**config.mk**
```make
export PLATFORM = sky130hd
export DESIGN_NAME = tx_word_packer
export DESIGN_NICKNAME = d
export VERILOG_FILES = /design/src/rtl/tx_word_packer.sv
export SDC_FILE = /design/constraint.sdc
export NUM_CORES = 1
export LEC_CHECK = 0
export ABC_CLOCK_PERIOD_IN_PS = 2000
export CAP_MARGIN = 0
export CORE_MARGIN = 1.5
export CORE_UTILIZATION = 47
export DETAILED_ROUTE_END_ITERATION = 10
export PLACE_DENSITY = 0.77
export SYNTH_ARGS = -nofsm -noshare
export SYNTH_HDL_FRONTEND = slang
export SYNTH_SLANG_ARGS = --single-unit
```
**constraint.sdc**
```tcl
create_clock -name W_CLK -period 2 [get_ports W_CLK]
set_input_delay 0.4 -clock W_CLK [delete_from_list [all_inputs] [get_ports W_CLK]]
set_output_delay 0.4 -clock W_CLK [all_outputs]
set_load 0.01 [all_outputs]
```
**src/rtl/tx_word_packer.sv**
```systemverilog
// Packs a byte stream into 32-bit TX FIFO words, lane 0 first, one frame per start.
// Frame length is given in bits; a partial last word is zero-padded in its upper lanes.
//
// state | meaning
// IDLE  | waiting for start; rejects zero or non-byte-multiple sizes
// FILL  | accepting bytes into the word register, lane by lane
// PUSH  | presenting the word to the FIFO until it is not full
// DONE  | one-cycle frame completion pulse
module tx_word_packer #(
   parameter int DATA_WIDTH = 32
) (
   input  logic                  W_CLK,
   input  logic                  W_rst_n,
   input  logic                  start,
   input  logic [DATA_WIDTH-1:0] data_size,
   input  logic [7:0]            byte_in,
   input  logic                  byte_valid,
   output logic                  byte_ready,
   input  logic                  W_Full,
   output logic                  W_inc,
   output logic [DATA_WIDTH-1:0] W_Data,
   output logic                  busy,
   output logic                  done,
   output logic                  size_err,
   output logic [15:0]           word_cnt
);

   typedef enum logic [1:0] {
      IDLE = 2'd0,
      FILL = 2'd1,
      PUSH = 2'd2,
      DONE = 2'd3
   } state_t;

   state_t                  state_q, state_d;
   logic [DATA_WIDTH-1:0]   remaining_q, remaining_d;
   logic [DATA_WIDTH-1:0]   word_q, word_d;
   logic [1:0]              lane_q, lane_d;
   logic [15:0]             word_cnt_q, word_cnt_d;
   logic                    size_err_q, size_err_d;
   logic                    size_ok;

   assign size_ok = (data_size != '0) && (data_size[2:0] == 3'b000);

   always_ff @(posedge W_CLK or negedge W_rst_n) begin
      if (!W_rst_n) begin
         state_q     <= IDLE;
         remaining_q <= '0;
         word_q      <= '0;
         lane_q      <= 2'd0;
         word_cnt_q  <= 16'd0;
         size_err_q  <= 1'b0;
      end else begin
         state_q     <= state_d;
         remaining_q <= remaining_d;
         word_q      <= word_d;
         lane_q      <= lane_d;
         word_cnt_q  <= word_cnt_d;
         size_err_q  <= size_err_d;
      end
   end

   always_comb begin
      state_d     = state_q;
      remaining_d = remaining_q;
      word_d      = word_q;
      lane_d      = lane_q;
      word_cnt_d  = word_cnt_q;
      size_err_d  = 1'b0;
      byte_ready  = 1'b0;
      W_inc       = 1'b0;
      done        = 1'b0;

      unique case (state_q)
         IDLE: begin
            if (start) begin
               if (size_ok) begin
                  remaining_d = data_size;
                  word_d      = '0;
                  lane_d      = 2'd0;
                  word_cnt_d  = 16'd0;
                  state_d     = FILL;
               end else begin
                  size_err_d = 1'b1;
               end
            end
         end
         FILL: begin
            byte_ready = 1'b1;
            if (byte_valid) begin
               word_d[{lane_q, 3'b000} +: 8] = byte_in;
               lane_d      = lane_q + 2'd1;
               remaining_d = remaining_q - DATA_WIDTH'(8);
               // remaining is always a byte multiple here, so hitting 8 means this byte ends the frame
               if ((lane_q == 2'd3) || (remaining_q == DATA_WIDTH'(8))) begin
                  state_d = PUSH;
               end
            end
         end
         PUSH: begin
            W_inc = !W_Full;
            if (!W_Full) begin
               word_cnt_d = word_cnt_q + 16'd1;
               word_d     = '0;
               lane_d     = 2'd0;
               state_d    = (remaining_q == '0) ? DONE : FILL;
            end
         end
         DONE: begin
            done    = 1'b1;
            state_d = IDLE;
         end
         default: state_d = IDLE;
      endcase
   end

   assign W_Data   = word_q;
   assign busy     = (state_q != IDLE);
   assign size_err = size_err_q;
   assign word_cnt = word_cnt_q;

endmodule

```
# Word-level counts from Yosys, hierarchy flattened
# Cells that the tools add are included.
[classes] n_addsub=4 eq_ne=10 shifts=2 n_mux=32 n_reduce_logical=15
[op_table] op="2-to-1 mux 32 bit" n=7
[op_table] op="one-hot mux 32 bit (3 select lines)" n=1
[op_table] op="one-hot mux 32 bit (2 select lines)" n=1
[op_table] op="2-to-1 mux 16 bit" n=3
[op_table] op="bitwise mux 32 bit" n=1
[op_table] op="== test 32 x 4 -> 1 bit, second input constant" n=1
[op_table] op="zero test 32 bit" n=1
[op_table] op="one-hot mux 16 bit (2 select lines)" n=1
[op_table] op="nonzero test 32 bit" n=1
[op_table] op="variable shift 8 x 7 -> 32 bit, first input constant" n=1
[op_table] op="variable part select 8 x 7 -> 32 bit" n=1
[op_table] op="subtractor 32 x 4 -> 32 bit, second input constant" n=1
[op_table] op="2-to-1 mux 2 bit" n=10
[op_table] op="adder 16 x 1 -> 16 bit, second input constant" n=1
[op_table] op="!= test 2 bit, second input constant" n=5
[op_table] op="AND reduction 5 bit" n=2
[op_table] op="one-hot mux 2 bit (4 select lines)" n=1
[op_table] op="AND reduction 4 bit" n=2
[op_table] op="negation 5 -> 7 bit" n=1
[op_table] op="== test 2 bit, second input constant" n=3
[op_table] op="2-to-1 mux 1 bit" n=6
[op_table] op="one-hot mux 2 bit (3 select lines)" n=1
[op_table] op="nonzero test 2 bit" n=3
[op_table] op="zero test 3 bit" n=1
[op_table] op="other kinds (7)" n=7
[totals] register_bits=85 input_bits=45 output_inout_bits=53 elab_cells=69

# Longest topological paths before layout
[logic_depth] depth_word=5 ltp_mapped=10 ltp_nobuf=8

# Least setup slack after synthesis
# Ideal clock, no wire load.
[synth_timing] kind="reg-to-reg" startpoint="reg state_q[0]" endpoint="reg word_cnt_q[13], in the netlist word_cnt[13]" setup_time_ns=0.078 arrival_ns=2.029 required_time_ns=1.922 slack_ns=-0.106 stages_incl_launch_ff=10 n_path_buf=2 period_less_slack_ns=2.106 path_cell_list="dfrtp_1 > inv_1 > ha_1 > buf_2 > inv_2 > nand2_1 > a21o_1 > buf_6 > or4_1 > a21oi_1"
[synth_between] elab_chain_cells=3 elab_cells_between_ends=8 classes_between="4 x eq/ne; 1 x mux; 3 x reduce/logical"
[synth_lines] element="start, declared" line="35" source="state_t state_q, state_d;"
[synth_lines] element="start signal, assigned" line="54" source="state_q <= state_d;"
[synth_lines] element="== test 2 bit / zero test 2 bit (equally long branches)" line="74" source="unique case (state_q)"
[synth_lines] element="!= test 2 bit (no source line) / nonzero test 2 bit (equally long branches)"
[synth_lines] element="AND reduction 4 bit (no source line)"
[synth_lines] element="end signal, assigned" line="58" source="word_cnt_q <= word_cnt_d;"
[synth_lines] element="end, declared" line="39" source="logic [15:0] word_cnt_q, word_cnt_d;"
# Several ways; a longest one is shown, not always the timed one.
# A chain may end at the register's enable or synchronous reset.

# Final worst setup path
[layout_timing] startpoint="reg remaining_q[3]" endpoint="reg remaining_q[21]"
[layout_between] elab_chain_cells=3
[layout_lines] element="start, declared" line="36" source="logic [DATA_WIDTH-1:0] remaining_q, remaining_d;"
[layout_lines] element="start signal, assigned" line="55" source="remaining_q <= remaining_d;"
[layout_lines] element="subtractor 32 x 4 -> 32 bit" line="93" source="remaining_d = remaining_q - DATA_WIDTH'(8);"
[layout_lines] element="2-to-1 mux 32 bit" line="90" source="if (byte_valid) begin"
[layout_lines] element="one-hot mux 32 bit (2 select lines)" line="74"
# Every way passes these cells. The select of a mux whose other input is x is not followed.

==> impl_results.md <==
- Status: finished, violations left
- Failing checks: setup timing
- Psw: 4.98 mW
- Power Density: 1410 nW/µm²
- Cell variety after synth: 63
- Worst Max-Slew Pin Slew: 0.608 ns
- Yosys reg bits: 85
- Leakage: 3.30 nW
- Max Fclk: 467 MHz
- Top-count cell post-synth: dfrtp_1
- Crit Path Category: register to register
- Area of the multi-input gates: 3010 µm²
- Worst Path Max Fanout: 3
- Post-DP HPWL: 10400 µm
- Maxcap violations: 0
- Die Ht: 103 µm
- Synth Area in Compound Gates: 23.9%
- DRT Wirelength: 19800 µm
- N_diodes: 0
- Cell-internal power: 6.08 mW
- Synth Area in Simple Gates: 21.7%
- Max-slew violations: 0
- Post-synth top flop: dfrtp_1
- Syn Nets: 540
- Sequential share of power: 27.0%
- Fin crit share: 107%
- Final setup violation count: 57
- Final setup margin: -0.141 ns
- Global-route wire length before repair: 26000 µm
- RSZ-0062 raised after global routing: yes
- WL per Instance: 22.9 µm
- Avg Inst Size Synth: 9.66 µm²
- Max Buffers Root-to-Sink: 2
- CTS root buf: clkbuf_8
- # rows: 36
- Endpoints failing hold: 0
- Max Clock Skew: 0.00880 ns
- Critical Path RT: 2.24 ns
- Proportion of synthesized chip area in sequential cells: 45.5%
- Number of synthesized flops with an enable pin: 0
- Synth warnings: 0
- Drt via density: 6.53
- Mapped cell area: 4680 µm²
- Total track usage: 32.0%
- Die ar.: 10600 µm²
- Synth top area share: 45.5%
- Routed vias: 5621
- Residual DRC count: 0
- First-iteration detailed-routing DRC count: 477
- Fill count: 557
- Vias in the first global route: 5452
- Xor-xnor portion of the synthesized cell area: 0.937%
- Dominant cells by area after synthesis: dfrtp_1 45%, a22o_1 6.0%, a21oi_1 3.5%, nor2_1 3.4%, ha_1 2.9%
- Relative slew slack: 59.5%
- Clock share of power: 11.5%
- Port Buf Inserts: 97
- Final Hold Slack: 0.0243 ns
- Crit. End Element: register
- Num CTS Buffers: 9
- CTS Hold Buffers Added: 0
- Share of layout cells above drive strength 1: 42.9%
- Final Util: 80.7%
- Synth Area in Adders: 2.94%
- Comb power frac: 61.6%
- Min Tclk post-route: 2.14 ns
- Area growth syn-to-layout: 67.9%
- Hold Path Class: primary input to asynchronous set/reset pin
- Asr flop ratio synth: 100%
- CTS tree: built
- Initial antenna violation count: 0
- Initial Util: 48.1%
- Sw Share: 45.0%
- Type of origin of the critical path: register
- Seq. cell area: 2130 µm²
- CTS Sinks: 85
- Core area: 9730 µm²
- # H-tree levels: 3
- Most frequent cells after synthesis: 85 x dfrtp_1, 42 x nor2_1, 33 x a21oi_1, 33 x nand2_1, 32 x a22o_1
- GPL Wtd Cong: 0.887
- Reg clk slew, reported paths: 0.11 ns
- Yosys top cell by area: dfrtp_1
- Peak supply drop: 0.000749 V
- Die W: 103 µm
- Combinational family with the most area after synthesis: compound AO/OA/AOI/OAI gates
- Post-route ant nets: 0
- Arrival time worst endpoint: 2.39 ns
- TritonRoute pass-1 iters: 7
- Mapped Cells: 484
- Final net count: 779
- Mux share of post-synthesis cell area: 1.34%
- Grt total ovfl: 0
- Worst skew pair latency: 0.38 ns
- Largest net degree at the start of global routing: 46
- # IOs: 98
[layer usage]
metal	routed length (µm)	vias up	track usage, %
met2	9410	456	52.9
met4	1180	0	18.7
li1	-	2340	-
met3	1830	136	5.36
met5	0	-	0
met1	7350	2689	39.8
[area by class of cell]
| cell class | instances | area share [%] |
|---|---|---|
| Multi-Input combinational cell | 361 | 38.3 |
| Timing Repair Buffer | 246 | 28.9 |
| Sequential cell | 85 | 27.1 |
| Tap cell | 133 | 2.12 |
| Clock buffer | 9 | 1.58 |
| Inverter | 20 | 1.05 |
| Clock inverter | 7 | 0.972 |
[sequential cells by signal, indices dropped and copies added (netlist names)]
signal       count
size_err         1
state_q          2
W_Data          32
remaining_q     32
word_cnt        16
lane_q           2
[cell usage in the layout, fill, tap and decap left out, types with 5 or more instances in the layout]
| cell type | Yosys | final |
|---|---|---|
| xnor2_1 | 5 | 5 |
| or4_4 | 1 | 5 |
| clkbuf_8 | 0 | 9 |
| buf_12 | 0 | 6 |
| buf_6 | 2 | 27 |
| nand4_1 | 9 | 9 |
| nor2_4 | 0 | 7 |
| dlygate4sd2_1 | 0 | 7 |
| o22ai_1 | 17 | 9 |
| nand2_2 | 2 | 5 |
| ha_1 | 11 | 7 |
| o32ai_1 | 12 | 10 |
| nor2_1 | 42 | 27 |
| nand3_1 | 21 | 18 |
| buf_4 | 2 | 113 |
| nor2_2 | 0 | 8 |
| nand2_1 | 33 | 29 |
| clkbuf_2 | 0 | 15 |
| clkdlybuf4s50_1 | 0 | 59 |
| o21ai_1 | 3 | 7 |
| nor4_2 | 1 | 7 |
| a22o_1 | 32 | 32 |
| a21oi_2 | 0 | 11 |
| clkdlybuf4s15_1 | 0 | 5 |
| a21oi_1 | 33 | 21 |
| inv_1 | 18 | 15 |
| o22ai_2 | 0 | 8 |
| nor3_1 | 17 | 9 |
| o21ai_0 | 16 | 7 |
| nor3_2 | 3 | 8 |
| dfrtp_1 | 85 | 85 |
| o21ai_2 | 3 | 5 |
[cells by family after synthesis]
group,Yosys count
muxes,6
adders and majority gates,11
xor gates and xnor gates,5
AOI/OAI and AO/OA,155
buffers and inverters,38
and+or+nand+nor,184
DFF,85
[worst max-delay path, cell delays in order (launching register included)]
cell and delay (ns):
dfrtp_1 0.40, inv_1 0.09, ha_1 0.23, nor4b_2 0.17, and4b_2 0.30, buf_4 0.15
and2b_1 0.17, or3_1 0.33, o221ai_1 0.10, a41oi_1 0.07
[metrics by stage]
step | instances | instance area (µm²) | setup TNS, ns | power [mW] | worst slack, ns
3_3_place_gp | 812 | 6690 | -50.24 | 7.50 | -0.674
5_1_grt | 861 | 7850 | -7.61 | 11.5 | -0.290
2_1_floorplan | 484 | 4730 | -0.0388 | 5.39 | -0.0310
4_1_cts | 851 | 7360 | -0.0962 | 9.61 | -0.0647
6_report | 861 | 7850 | -2.35 | 11.1 | -0.141
3_5_place_dp | 812 | 6690 | -52.08 | 7.74 | -0.709
[path summary, 6_finish.rpt]
| kind | startpoint | end | slack (ns) | cells past startpoint |
|---|---|---|---|---|
| min in group W_CLK | data_size[7] | remaining_q[7] | 0.34 | 3 |
| worst max-delay path | remaining_q[3] | remaining_q[21] | -0.14 | 9 |
| max in group asynchronous | W_rst_n | word_cnt[13] | 1.40 | 2 |
| worst min-delay path | W_rst_n | W_Data[10] | 0.02 | 1 |
| worst min register to register | W_Data[2] | W_Data[2] | 0.52 | 1 |
| worst max register to register | remaining_q[3] | remaining_q[21] | -0.14 | 9 |
[power groups by stage]
stage | logic [mW] | clock network, mW | registers (mW)
6_report | 6.81 | 1.27 | 2.98
5_1_grt | 7.13 | 1.33 | 3.03
4_1_cts | 5.52 | 1.25 | 2.84
3_5_place_dp | 4.88 | 0 | 2.86
3_3_place_gp | 4.67 | 0 | 2.84
2_1_floorplan | 2.41 | 0 | 2.98
[what timing repair did]
action,4_1_cts,5_1_grt
gates cloned,2,4
resized for setup,137,135
setup buffers,22,8
endpoints found under the setup margin,86,85
pin swaps,28,58
(Power assumes the default switching activity.)
==> patch 1: new RTL, config.mk and constraints unchanged <==
Put one more register stage on the output `word_cnt`, cleared by the reset. The value now appears one clock later. The other outputs are not delayed to match.
--- a/src/rtl/tx_word_packer.sv
+++ b/src/rtl/tx_word_packer.sv
@@ -117,7 +117,13 @@
    assign W_Data   = word_q;
    assign busy     = (state_q != IDLE);
    assign size_err = size_err_q;
-   assign word_cnt = word_cnt_q;
+   always_ff @(posedge W_CLK or negedge W_rst_n) begin
+      if (!W_rst_n) begin
+         word_cnt <= '0;
+      end else begin
+         word_cnt <= word_cnt_q;
+      end
+   end
 
 endmodule
 
Check against the original RTL: not equivalent (a bounded check fails within 4 cycles, from zero or initial values and one cycle with W_rst_n low).
==> patch 1 against the unedited design <==
  * The flow still finishes with violations (negative setup slack)
  * Maximum frequency increased by 0.40%
  * Critical endpoint is now remaining_q[25]
  * Die area rose by 7.5%
  * Design area up 2.7%
  * First-iteration DRC count down 48%
  * Clock skew up 6.5 ps
  * Synthesized area up 7.7%
  * Wire length down 14%
  * Critical path type unchanged
  * Sequential cell count increased by 16
  * Global-route usage decreased by 5.5 points
  * Via count down 7.0%
  * Setup slack better by 8.6 ps
  * Power is 13% lower
  * Cell count fell by 0.93%
==> patch 1: results (changes against the unedited design) <==
| Metric | Value |
|---|---|
| Count of routing violations after the opening detailed-route iteration | `249 (-48%)` |
| Leakage power summed over all cells | `0.00347 uW (+5.2%)` |
| Count of nets after finishing | `768 (-1.4%)` |
| Relative contribution of combinational cells to total power | `54.7% (-6.9 points)` |
| Delay contributed by the slowest stage of the critical path | `530 ps (+130 ps)` |
| Via count of the first global-routing pass | `4989 (-8.5%)` |
| Post-Route WL | `16900 um (-14%)` |
| Final cell utilization of the core | `77.7% (-3.0 points)` |
| Run status | `finished, violations left` |
| Netlist cell types | `57 (-9.5%)` |
| CP arrival | `2450 ps (+60 ps)` |
| Violated checks | `negative setup slack` |
| Final WS setup | `-132 ps (+8.61 ps)` |
| Maximum clock skew at final layout | `15.3 ps (+6.53 ps)` |
| Top fanout value on the critical path | `7 (+4)` |
| Layout cells sized above 1 | `36.7% (-6.2 points)` |
| Internal Pwr Total | `5610 uW (-7.7%)` |
| Total Negative Setup Slacks | `-1470 ps (+889 ps)` |
| Area share of xor/xnor cells in the synthesized design | `1.74% (+0.80 points)` |
| Final setup violation count | `29 (-49%)` |
| Pin count of the biggest net entering global routing | `102 (+120%)` |
| Worst supply voltage drop on vdd | `659 uV (-12%)` |
| Via count of the routed design | `5227 (-7.0%)` |
| Adder-Cell Fraction of Synth Area | `2.73% (-0.21 points)` |
| Instance area after placement | `0.00689 mm^2 (+3.1%)` |
| Filler Cell Count | `653 (+17%)` |
| Clock network fraction of total power | `13.0% (+1.5 points)` |
| PD cells | `1190 mW/mm^2 (-16%)` |
| Remaining max-slew budget at the tightest pin | `64.9% (+5.4 points)` |
| Critical path's slowest cell | `or4_4` |
| Top cells by area in the synthesized netlist | `dfrtp_1 50%, a22o_1 5.6%, nor2_1 3.4%` |
| Most instantiated cells after synthesis | `101 x dfrtp_1, 46 x nor2_1, 41 x nand2_1` |
| Number of optimization iterations in the first detailed-route pass | `4 (-3)` |
| Average cell area after synthesis | `10.2 um^2 (+5.3%)` |
[patch 1: area by class of cell]
| cell class | instances | share of cell area (%) |
|---|---|---|
| multi-input cells | 360 | 36.8 |
| flip-flops and latches | 101 | 31.4 |
| repair buffers | 227 | 26.8 |
| well taps | 136 | 2.11 |
| clock buffers | 10 | 1.58 |
| clock inverters | 6 | 0.667 |
| inverters | 13 | 0.652 |
[patch 1: cells by family after synthesis]
| family | Yosys count |
|---|---|
| adder cells (fa/ha/maj) | 11 |
| AND/OR/NAND/NOR | 195 |
| AO/OA/AOI/OAI | 143 |
| flip-flops | 101 |
| buffers and inverters | 34 |
| XOR/XNOR | 10 |
| multiplexers | 1 |
[patch 1: timing repair]
| item | in CTS | in global routing |
|---|---|---|
| endpoints found under the setup margin | 88 | 85 |
| hold buffers | 0 | 0 |
| buffers inserted | 17 | 18 |
| gates resized for setup | 106 | 99 |
| pin swaps | 27 | 39 |
| gates cloned | 1 | 5 |
[patch 1: path summary, 6_finish.rpt]
check / start / end / slack (ps) / cells past startpoint
min in group W_CLK: data_size[15] / remaining_q[15] / 350 / 3
hold reg to reg: word_cnt_q[15] / word_cnt[15] / 430 / 0
hold / removal: W_rst_n / word_cnt[8] / 70 / 2
max in group asynchronous: W_rst_n / state_q[1] / 1510 / 2
setup / recovery: remaining_q[21] / remaining_q[25] / -130 / 6
setup reg to reg: remaining_q[21] / remaining_q[25] / -130 / 6
[patch 1: metal layers]
| metal | vias up | GRT usage, % | wire [um] |
|---|---|---|---|
| li1 | 2300 | - | - |
| met1 | 2573 | 31.8 | 6300 |
| met2 | 278 | 47.1 | 8630 |
| met3 | 76 | 5.33 | 1150 |
| met4 | 0 | 9.62 | 845 |
| met5 | - | 0 | 0 |
==> patch 2: new RTL, same settings <==
Made on the original files. Change the parameter `DATA_WIDTH` from 32 to 64.
--- a/src/rtl/tx_word_packer.sv
+++ b/src/rtl/tx_word_packer.sv
@@ -7,7 +7,7 @@
 // PUSH  | presenting the word to the FIFO until it is not full
 // DONE  | one-cycle frame completion pulse
 module tx_word_packer #(
-   parameter int DATA_WIDTH = 32
+   parameter int DATA_WIDTH = 64
 ) (
    input  logic                  W_CLK,
    input  logic                  W_rst_n,
Interface: changed (resized W_Data and data_size); port bits go from 98 to 162. No check against the original RTL was run, so the function may have changed too.
==> patch 2 against the unedited design <==
  * The flow now stops in global routing (5_1_grt)
  * Synthesized area grew 74%
==> patch 2: results (changes against the unedited design) <==
| Metric | Value |
|---|---|
| Clock H-tree levels | `4 (+1)` |
| Worst-case clock buffer depth | `2 (unchanged)` |
| Pin count of the biggest net entering global routing | `76` |
| Failed at | `global routing (5_1_grt)` |
| Gr usage total | `73.7%` |
| Err | `[ERROR GRT-0232] Routing congestion too high. Check the congestion heatmap in the GUI.` |
| Top cells by area in the synthesized netlist | `dfrtp_1 46%, nor2_1 4.0%, nor4_1 3.8%` |
| Worst endpoint from the post-global-route timing repair | `remaining_q[63]$_DFFE_PN0P_/D` |
| Proportion of register bits with asynchronous set or reset after synthesis | `100% (unchanged)` |
| Detailed-placement wirelength estimate | `21200 um (+100%)` |
| Type of the worst endpoint after the last repair | `register input` |
| Remaining global-route overflow | `37` |
| Clock Tree Root | `clkbuf_16` |
| Dominant synthesized flop cell | `dfrtp_1` |
| Num Clock Sinks | `149 (+75%)` |
| Number of CTS-inserted buffers | `17 (+8)` |
| Number of placement rows | `47 (+31%)` |
| Global placer's final weighted congestion | `0.944 (+6.4%)` |
| Instance area after placement | `0.0125 mm^2 (+87%)` |
| Ys Warns | `0 (unchanged)` |
| IO Port Bufs | `161 (+66%)` |
| Post-synthesis net count | `973 (+80%)` |
| Most instantiated cells after synthesis | `149 x dfrtp_1, 86 x nor2_1, 59 x nand2_1` |
| Sequential element share of the synthesized area | `45.8% (+0.29 points)` |
| Netlist cell types | `53 (-16%)` |
| Run status | `aborted with a tool error` |
patch 2: cell families after synthesis:
| family | Yosys count | synth area share, % |
|---|---|---|
| adders and majority gates | 14 | 2.15 |
| and+or+nand+nor | 403 | 26.5 |
| DFF | 149 | 45.8 |
| AOI/OAI and AO/OA | 237 | 21.6 |
| muxes | 5 | 0.630 |
| buffers and inverters | 74 | 3.41 |
patch 2: through the flow:
step	std cells	TNS, ps	worst slack (ps)	util [%]
after CTS	1556	-37750	-762	88.1
after detailed placement	1475	-157730	-1210	74.6
after global placement	1475	-152960	-1170	74.6
after floorplan	882	-25700	-661	-
patch 2: layer usage:
metal | GRT overflow | GRT usage (%)
met2 | 18 | 92.8
met5 | 0 | 13.3
met1 | 0 | 74.4
met4 | 19 | 75.1
met3 | 0 | 54.7
patch 2: what timing repair did:
| item | 4_1_cts |
|---|---|
| setup buffers | 45 |
| hold endpoints to repair | 10 |
| pin swaps | 159 |
| gates resized for setup | 428 |
| hold buffers | 1 |
| endpoints found under the setup margin | 153 |
| cloned | 11 |
